## config.mk

```make
export PLATFORM = sky130hd
export DESIGN_NAME = gpio_mmio_ctrl
export DESIGN_NICKNAME = d
export VERILOG_FILES = /design/src/rtl/gpio_mmio_ctrl.sv
export SDC_FILE = /design/constraint.sdc
export NUM_CORES = 1
export LEC_CHECK = 0
export ABC_AREA = 1
export CAP_MARGIN = 25
export CORE_MARGIN = 3
export CORE_UTILIZATION = 41
export DETAILED_ROUTE_END_ITERATION = 8
export PLACE_DENSITY_LB_ADDON = 0.15
export SYNTH_ARGS = -nofsm -noshare
export SYNTH_HDL_FRONTEND = slang
export SYNTH_SLANG_ARGS = --single-unit
```

## constraint.sdc

```tcl
create_clock -name clk -period 2.1 [get_ports clk]
set_input_delay 0.315 -clock clk [delete_from_list [all_inputs] [get_ports clk]]
set_output_delay 0.315 -clock clk [all_outputs]
set_load 0.01 [all_outputs]
```

## src/rtl/gpio_mmio_ctrl.sv

```systemverilog
// gpio_mmio_ctrl: memory-mapped GPIO with direction, set/clear aliases, synchronised inputs and W1C edge interrupts.
// Define GPIO_DEBOUNCE_EN to insert a per-pin debounce filter between the synchroniser and DATA_IN.
module gpio_mmio_ctrl #(
    parameter int DATA_WIDTH      = 32,
    parameter int GPIO_WIDTH      = 8,
    parameter int SYNC_STAGES     = 2,
    parameter int DEBOUNCE_CYCLES = 4
) (
    input  logic                  clk,
    input  logic                  reset,
    input  logic [DATA_WIDTH-1:0] Address,
    input  logic [DATA_WIDTH-1:0] WriteData,
    input  logic                  MemWrite,
    input  logic                  Select,
    output logic [DATA_WIDTH-1:0] ReadData,
    input  logic [GPIO_WIDTH-1:0] gpio_port_in,
    output logic [GPIO_WIDTH-1:0] gpio_port_out,
    output logic [GPIO_WIDTH-1:0] gpio_dir,
    output logic                  irq
);
    localparam logic [2:0] A_DOUT = 3'd0, A_DIN = 3'd1, A_DIR = 3'd2, A_IEN = 3'd3;
    localparam logic [2:0] A_STAT = 3'd4, A_EDGE = 3'd5, A_SET = 3'd6, A_CLR = 3'd7;
`ifdef GPIO_DEBOUNCE_EN
    localparam int ARM_CYCLES = SYNC_STAGES + DEBOUNCE_CYCLES + 1;
`else
    localparam int ARM_CYCLES = SYNC_STAGES + 1;
    localparam int unused_debounce = DEBOUNCE_CYCLES;
`endif
    localparam int AW = $clog2(ARM_CYCLES + 1);

    logic [GPIO_WIDTH-1:0] data_out_q, data_out_d, dir_q, dir_d, irq_en_q, irq_en_d;
    logic [GPIO_WIDTH-1:0] status_q, status_d, edge_sel_q, edge_sel_d;
    logic [GPIO_WIDTH-1:0] sync_q [SYNC_STAGES];
    logic [GPIO_WIDTH-1:0] data_in, prev_in_q, event_w, wdata, rdata;
    logic [AW-1:0]         arm_q;
    logic [2:0]            sel;
    logic                  we, armed;
    logic                  unused_bits;

    assign we          = Select & MemWrite;
    assign sel         = Address[4:2];
    assign wdata       = WriteData[GPIO_WIDTH-1:0];
    assign unused_bits = ^{Address[DATA_WIDTH-1:5], Address[1:0], WriteData};
    // Covers the full pin-to-DATA_IN latency so pins already high at reset raise no event
    assign armed       = arm_q == AW'(ARM_CYCLES);
    assign event_w     = (edge_sel_q & data_in & ~prev_in_q) | (~edge_sel_q & ~data_in & prev_in_q);

    always_ff @(posedge clk) begin
        if (reset) begin
            for (int k = 0; k < SYNC_STAGES; k++) sync_q[k] <= '0;
        end else begin
            sync_q[0] <= gpio_port_in;
            for (int k = 1; k < SYNC_STAGES; k++) sync_q[k] <= sync_q[k-1];
        end
    end

`ifdef GPIO_DEBOUNCE_EN
    localparam int CW = $clog2(DEBOUNCE_CYCLES + 1);
    logic [CW-1:0]         cnt_q [GPIO_WIDTH];
    logic [GPIO_WIDTH-1:0] data_in_q;
    always_ff @(posedge clk) begin
        for (int i = 0; i < GPIO_WIDTH; i++) begin
            if (reset) begin
                cnt_q[i]     <= '0;
                data_in_q[i] <= 1'b0;
            end else if (sync_q[SYNC_STAGES-1][i] == data_in_q[i]) begin
                cnt_q[i] <= '0;
            end else if (cnt_q[i] == CW'(DEBOUNCE_CYCLES - 1)) begin
                cnt_q[i]     <= '0;
                data_in_q[i] <= sync_q[SYNC_STAGES-1][i];
            end else begin
                cnt_q[i] <= cnt_q[i] + CW'(1);
            end
        end
    end
    assign data_in = data_in_q;
`else
    assign data_in = sync_q[SYNC_STAGES-1];
`endif

    always_comb begin
        data_out_d = !we           ? data_out_q :
                     sel == A_DOUT ? wdata :
                     sel == A_SET  ? data_out_q | wdata :
                     sel == A_CLR  ? data_out_q & ~wdata : data_out_q;
        dir_d      = (we && sel == A_DIR)  ? wdata : dir_q;
        irq_en_d   = (we && sel == A_IEN)  ? wdata : irq_en_q;
        edge_sel_d = (we && sel == A_EDGE) ? wdata : edge_sel_q;
        // A new event outranks a same-cycle write-1-to-clear
        status_d   = (status_q & ~((we && sel == A_STAT) ? wdata : '0)) | (armed ? event_w : '0);
    end

    always_ff @(posedge clk) begin
        if (reset) begin
            data_out_q <= '0;
            dir_q      <= '0;
            irq_en_q   <= '0;
            status_q   <= '0;
            edge_sel_q <= '0;
            prev_in_q  <= '0;
            arm_q      <= '0;
        end else begin
            data_out_q <= data_out_d;
            dir_q      <= dir_d;
            irq_en_q   <= irq_en_d;
            status_q   <= status_d;
            edge_sel_q <= edge_sel_d;
            prev_in_q  <= data_in;
            arm_q      <= armed ? arm_q : arm_q + AW'(1);
        end
    end

    always_comb begin
        case (sel)
            A_DOUT:  rdata = data_out_q;
            A_DIN:   rdata = data_in;
            A_DIR:   rdata = dir_q;
            A_IEN:   rdata = irq_en_q;
            A_STAT:  rdata = status_q;
            A_EDGE:  rdata = edge_sel_q;
            default: rdata = '0;
        endcase
    end

    assign ReadData      = Select ? DATA_WIDTH'(rdata) : '0;
    assign gpio_port_out = data_out_q & dir_q;
    assign gpio_dir      = dir_q;
    assign irq           = |(status_q & irq_en_q);
endmodule

```

# After elaboration in Yosys (flattened, before gate mapping)
# Memory sizes are Yosys's and may differ from the RTL's.
# Cells that the tools add are included.
# word_totals
reg_bits,50
mem_bits_rw,16
input_bits,76
word_cells,56
memories,1
# memory_table
name,depth,word_bits,rd,rd_ports_with_merged_regs,wr,line,rtl
sync_q,2,8,2,0,2,33,logic [GPIO_WIDTH-1:0] sync_q [SYNC_STAGES];
# op_classes
n_addsub,1
n_eq_ne,8
mux,12
bitwise_logic,19
n_reduce_logical,8
# ops
cell,n
AND 8 bit,8
two-way mux 8 bit,8
case mux 8 bit (6 select lines),1
NOT 8 bit,5
OR 8 bit,3
equality test 3 bit (second input constant),4
OR reduction 8 bit,1
equality test 3 x 2 -> 1 bit (second input constant),2
logical AND 1 bit,4
equality test 3 x 1 -> 1 bit (second input constant),1
zero test 3 bit,1
two-way mux 1 bit,3
nonzero test 3 bit,1
adder 2 x 1 -> 2 bit (second input constant),1
equality test 2 bit (second input constant),1
OR 1 bit,2
AND reduction 2 bit,1
AND 1 bit,1

# Longest topological paths before layout
# Gate-level depths: netlist of the first run.
# An unclocked memory read counts as a cell.
# logic_depth
ltp_word,7
ltp_mapped,8

# Worst setup path before layout of the first run
# Ideal clock, no wire load.
# synth_path
path_type,input -> output
start,input Address[2]
end,output ReadData[0]
arrival_time_ps,1201
t_required_ps,1785
slack_ps,584
path_stages,7
path_buffers,2
cell_sequence,buf_4 nor2_4 buf_2 nand3_1 o21ai_0 nor2_1 a21oi_1
# synth_between
elab_chain_len,3
elab_cells_between_ends,8
cone_classes,5 x eq/ne; 2 x mux; 1 x reduce/logical
# synth_rtl
item,line,rtl
from (decl),11,"input logic [DATA_WIDTH-1:0] Address,"
"equality test 3 bit, or another cell as far along",114,case (sel)
case mux 8 bit (6 select lines) *,114,
two-way mux 8 bit *,125,assign ReadData = Select ? DATA_WIDTH'(rdata) : '0;
to (decl),15,"output logic [DATA_WIDTH-1:0] ReadData,"
# Mark *: on every way between the ends. The rest lies on a longest branch, timed or not.

# Worst setup path in the final report of the first run
# layout_path
start,register status_q[1]
end,output irq
# layout_between
elab_chain_len,2
# layout_rtl
item,line,rtl
from (decl),32,"logic [GPIO_WIDTH-1:0] status_q, status_d, edge_sel_q, edge_sel_d;"
from (signal assigned),106,status_q <= status_d;
AND 8 bit,128,assign irq = |(status_q & irq_en_q);
OR reduction 8 bit,128,
to (decl),19,output logic irq
# Every way passes these cells.

==> metrics.md, run 1 <==
| Metric | Value |
|---|---|
| Die Wd | 96.3 µm |
| Leak | 0.00179 µW |
| Crit path largest cell delay | 0.49 ns |
| Placed insts | 613 |
| I/O pin total | 125 |
| Post-synthesis cell type count | 29 |
| Root Buffer | clkbuf_8 |
| Status | finished, final reports clean |
| Setup bufs post-CTS | 0 |
| Top cells by area, synth | dfxtp_1 40%, nand2_1 12%, inv_1 6.4% |
| Design Power | 2720 µW |
| Number of global-route vias before repair | 2771 |
| RSZ-0062 raised after global routing | no |
| Synth async-reset ratio | 0% |
| ANT cells | 0 |
| Pre-CTS setup slack | -0.478 ns |
| Post-synthesis sequential area ratio | 39.6% |
| Post-synth top cells | 110 x nand2_1, 66 x dfxtp_1, 57 x inv_1, 51 x nor2_1, 29 x a21oi_1 |
| Tot GR Track Use | 19.1% |
| Fmax | 511 MHz |
| Starting Density | 42.8% |
| CTS Sinks | 66 |
| Number of buffers created by CTS | 9 |
| Clock Skew | 0.00515 ns |
| Slowest CP cell | clkdlybuf4s50_1 |
| Register bit total from synthesis | 66 |
| Antenna Nets Post-Route | 0 |
| GPL Wtd Cong | 0.888 |
| CTS Buffer Depth | 2 |
| Crit path top cell by count | nand2_1 |
| Final worst-path cycle share | 93.2% |
| DP HPWL | 6340 µm |
| CP bufs+invs | 1 |
| WS Path Type | flip-flop to primary output |
| Wirelength per Cell | 13.3 µm |
| Largest delay share family, worst path | buffers and inverters |
| Detailed Routing Iterations Pass 1 | 4 |
| Synth Area per Inst | 7.26 µm² |
| Layout area overhead | 24.0% |
| Initial DRC count | 130 |
| Hold Crit Class | primary input to flip-flop |
| CP Capture Type | primary output |
| Final setup viols | 0 |
| H-tree levels | 3 |
| Final WL | 8390 µm |
| Tmin final | 1.96 ns |
| Core area | 0.00781 mm² |
| Ys Warns | 0 |
| Via/cell ratio | 4.79 |
| # rows | 32 |
| Main synth FF type | dfxtp_1 |
| Crit-path cells | nand2_1 -> nand2_1 -> a221oi_2 -> nand2_1 -> clkdlybuf4s50_1 |
| Area of the die | 0.00926 mm² |
| Count of input and output buffers | 47 |
| Grt ovf | 0 |
| Global-route wire length before repair | 13500 µm |
| Yosys top cell area share | 39.6% |
| DR vias | 3019 |
| CP Data Required Time | 1.78 ns |
| Final core utilization | 53.0% |
| Setup ws final | 0.143 ns |
| Clk_lat worst skew | 0.34 ns |
| Clock-pin slew on the worst setup and hold paths | 0.07 ns |
| Worst setup SP type | flip-flop |
| Layout cells sized above 1 | 18.2% |
| Number of remaining DRC errors | 0 |
| Most common cell in the netlist | nand2_1 |
| CP Max Fanout | 3 |
| Synth area leader | dfxtp_1 |
| Max-cap violations | 0 |
| Largest net degree at the start of global routing | 46 |
| Arrival @ worst endpoint | 1.64 ns |
| Syn Inst Count | 460 |
| Fin cells | 630 |
| CTS tree | built |
| Chip height | 96.3 µm |
| Final setup TNS | 0 ns |
| Mapped Area | 0.00334 mm² |
| PwrDens | 657 mW/mm² |
| Worst VDD drop | 0.000428 V |
| Final Hold Vio Count | 0 |
| Max-slew violations | 0 |
| Layout net count | 600 |
| Initial antenna violation count | 0 |
| Post-synth EDFFs | 0 |
-- cell families (layout without fill, tap and decap cells) --
logic type                 count (synthesis)  after routing  share of synthesized area (%)
AOI/OAI and AO/OA                         71             71                           14.5
xor gates and xnor gates                   1              1                          0.262
adders and majority gates                  1              1                          0.375
buffers and inverters                    101            145                           15.1
DFF                                       66             66                           39.6
other                                      1             24                          0.112
and+or+nand+nor                          219            220                           30.1
-- cell type report --
class	count	area, µm²
well taps	102	128
fillers	800	3670
repair buffers	67	629
clock inverters	6	65.1
flip-flops and latches	66	1320
multi-input cells	317	1620
inverters	62	238
clock buffers	10	138
-- cells in the final DEF (no fill, tap or decap), types with 2 or more instances in the layout --
cell type / instances
nand3_2: 3
clkinv_4: 2
a21oi_1: 29
a21oi_2: 8
dlygate4sd2_1: 2
buf_4: 15
nor2_1: 51
clkinv_2: 2
nand2_4: 4
nand4_1: 11
clkbuf_2: 2
nand2_1: 110
nand2_2: 9
inv_1: 55
dfxtp_1: 66
a211oi_2: 10
clkbuf_8: 10
a211oi_1: 6
nor2_2: 3
nor2_4: 4
conb_1: 24
buf_2: 7
inv_2: 6
buf_12: 4
clkdlybuf4s50_1: 35
o21ai_0: 11
o21ai_1: 5
nand3_1: 23
-- repair_timing --
| item | in CTS | in global routing |
|---|---|---|
| gates resized for setup | 34 | 8 |
| endpoints found under the setup margin | 8 | 8 |
| pin swaps | 0 | 2 |
| gates cloned | 1 | 0 |
| hold buffers | 0 | 0 |
-- report_power, final --
part           total, µW  switching [µW]  internal, µW  leakage (µW)
logic                310             194           116       0.00115
clock network       1090             512           582      0.000103
registers           1320            24.4          1290      0.000537
total               2720             730          1990       0.00179
-- stage by stage --
step / hold slack (ns) / area, µm²
floorplan: 0.388 / 3430
finish: 0.382 / 4140
global placement: 0.392 / 3950
global route: 0.418 / 4140
detailed placement: 0.393 / 3950
CTS: 0.374 / 4150
-- worst paths after layout --
check                             startpoint            end  slack, ns  cells after the start
worst max-delay path             status_q[1]            irq       0.14                      5
worst min register to register  sync_q[0][6]  sync_q[0][14]       0.40                      2
worst max register to register      arm_q[0]    status_q[6]       0.83                      5
worst min-delay path                   reset   sync_q[0][1]       0.38                      2
-- layer usage --
metal	GRT usage [%]	vias up	part of all wire [%]
met5	0	-	0
met4	6.64	0	1.3
met3	4.61	11	6.2
met2	30.8	90	47
met1	24.8	1377	45
li1	-	1541	-
Note: power is estimated with default switching activity, not from simulation.
==> run 2, diff against run 1 <==
--- a/config.mk
+++ b/config.mk
@@ -10,6 +10,7 @@
 export CORE_MARGIN = 3
 export CORE_UTILIZATION = 41
 export DETAILED_ROUTE_END_ITERATION = 8
+export HOLD_SLACK_MARGIN = 0.1
 export PLACE_DENSITY_LB_ADDON = 0.15
 export SYNTH_ARGS = -nofsm -noshare
 export SYNTH_HDL_FRONTEND = slang
==> results of run 2 <==
Same layout as run 1: the final DEF is identical, and so are final timing and power.
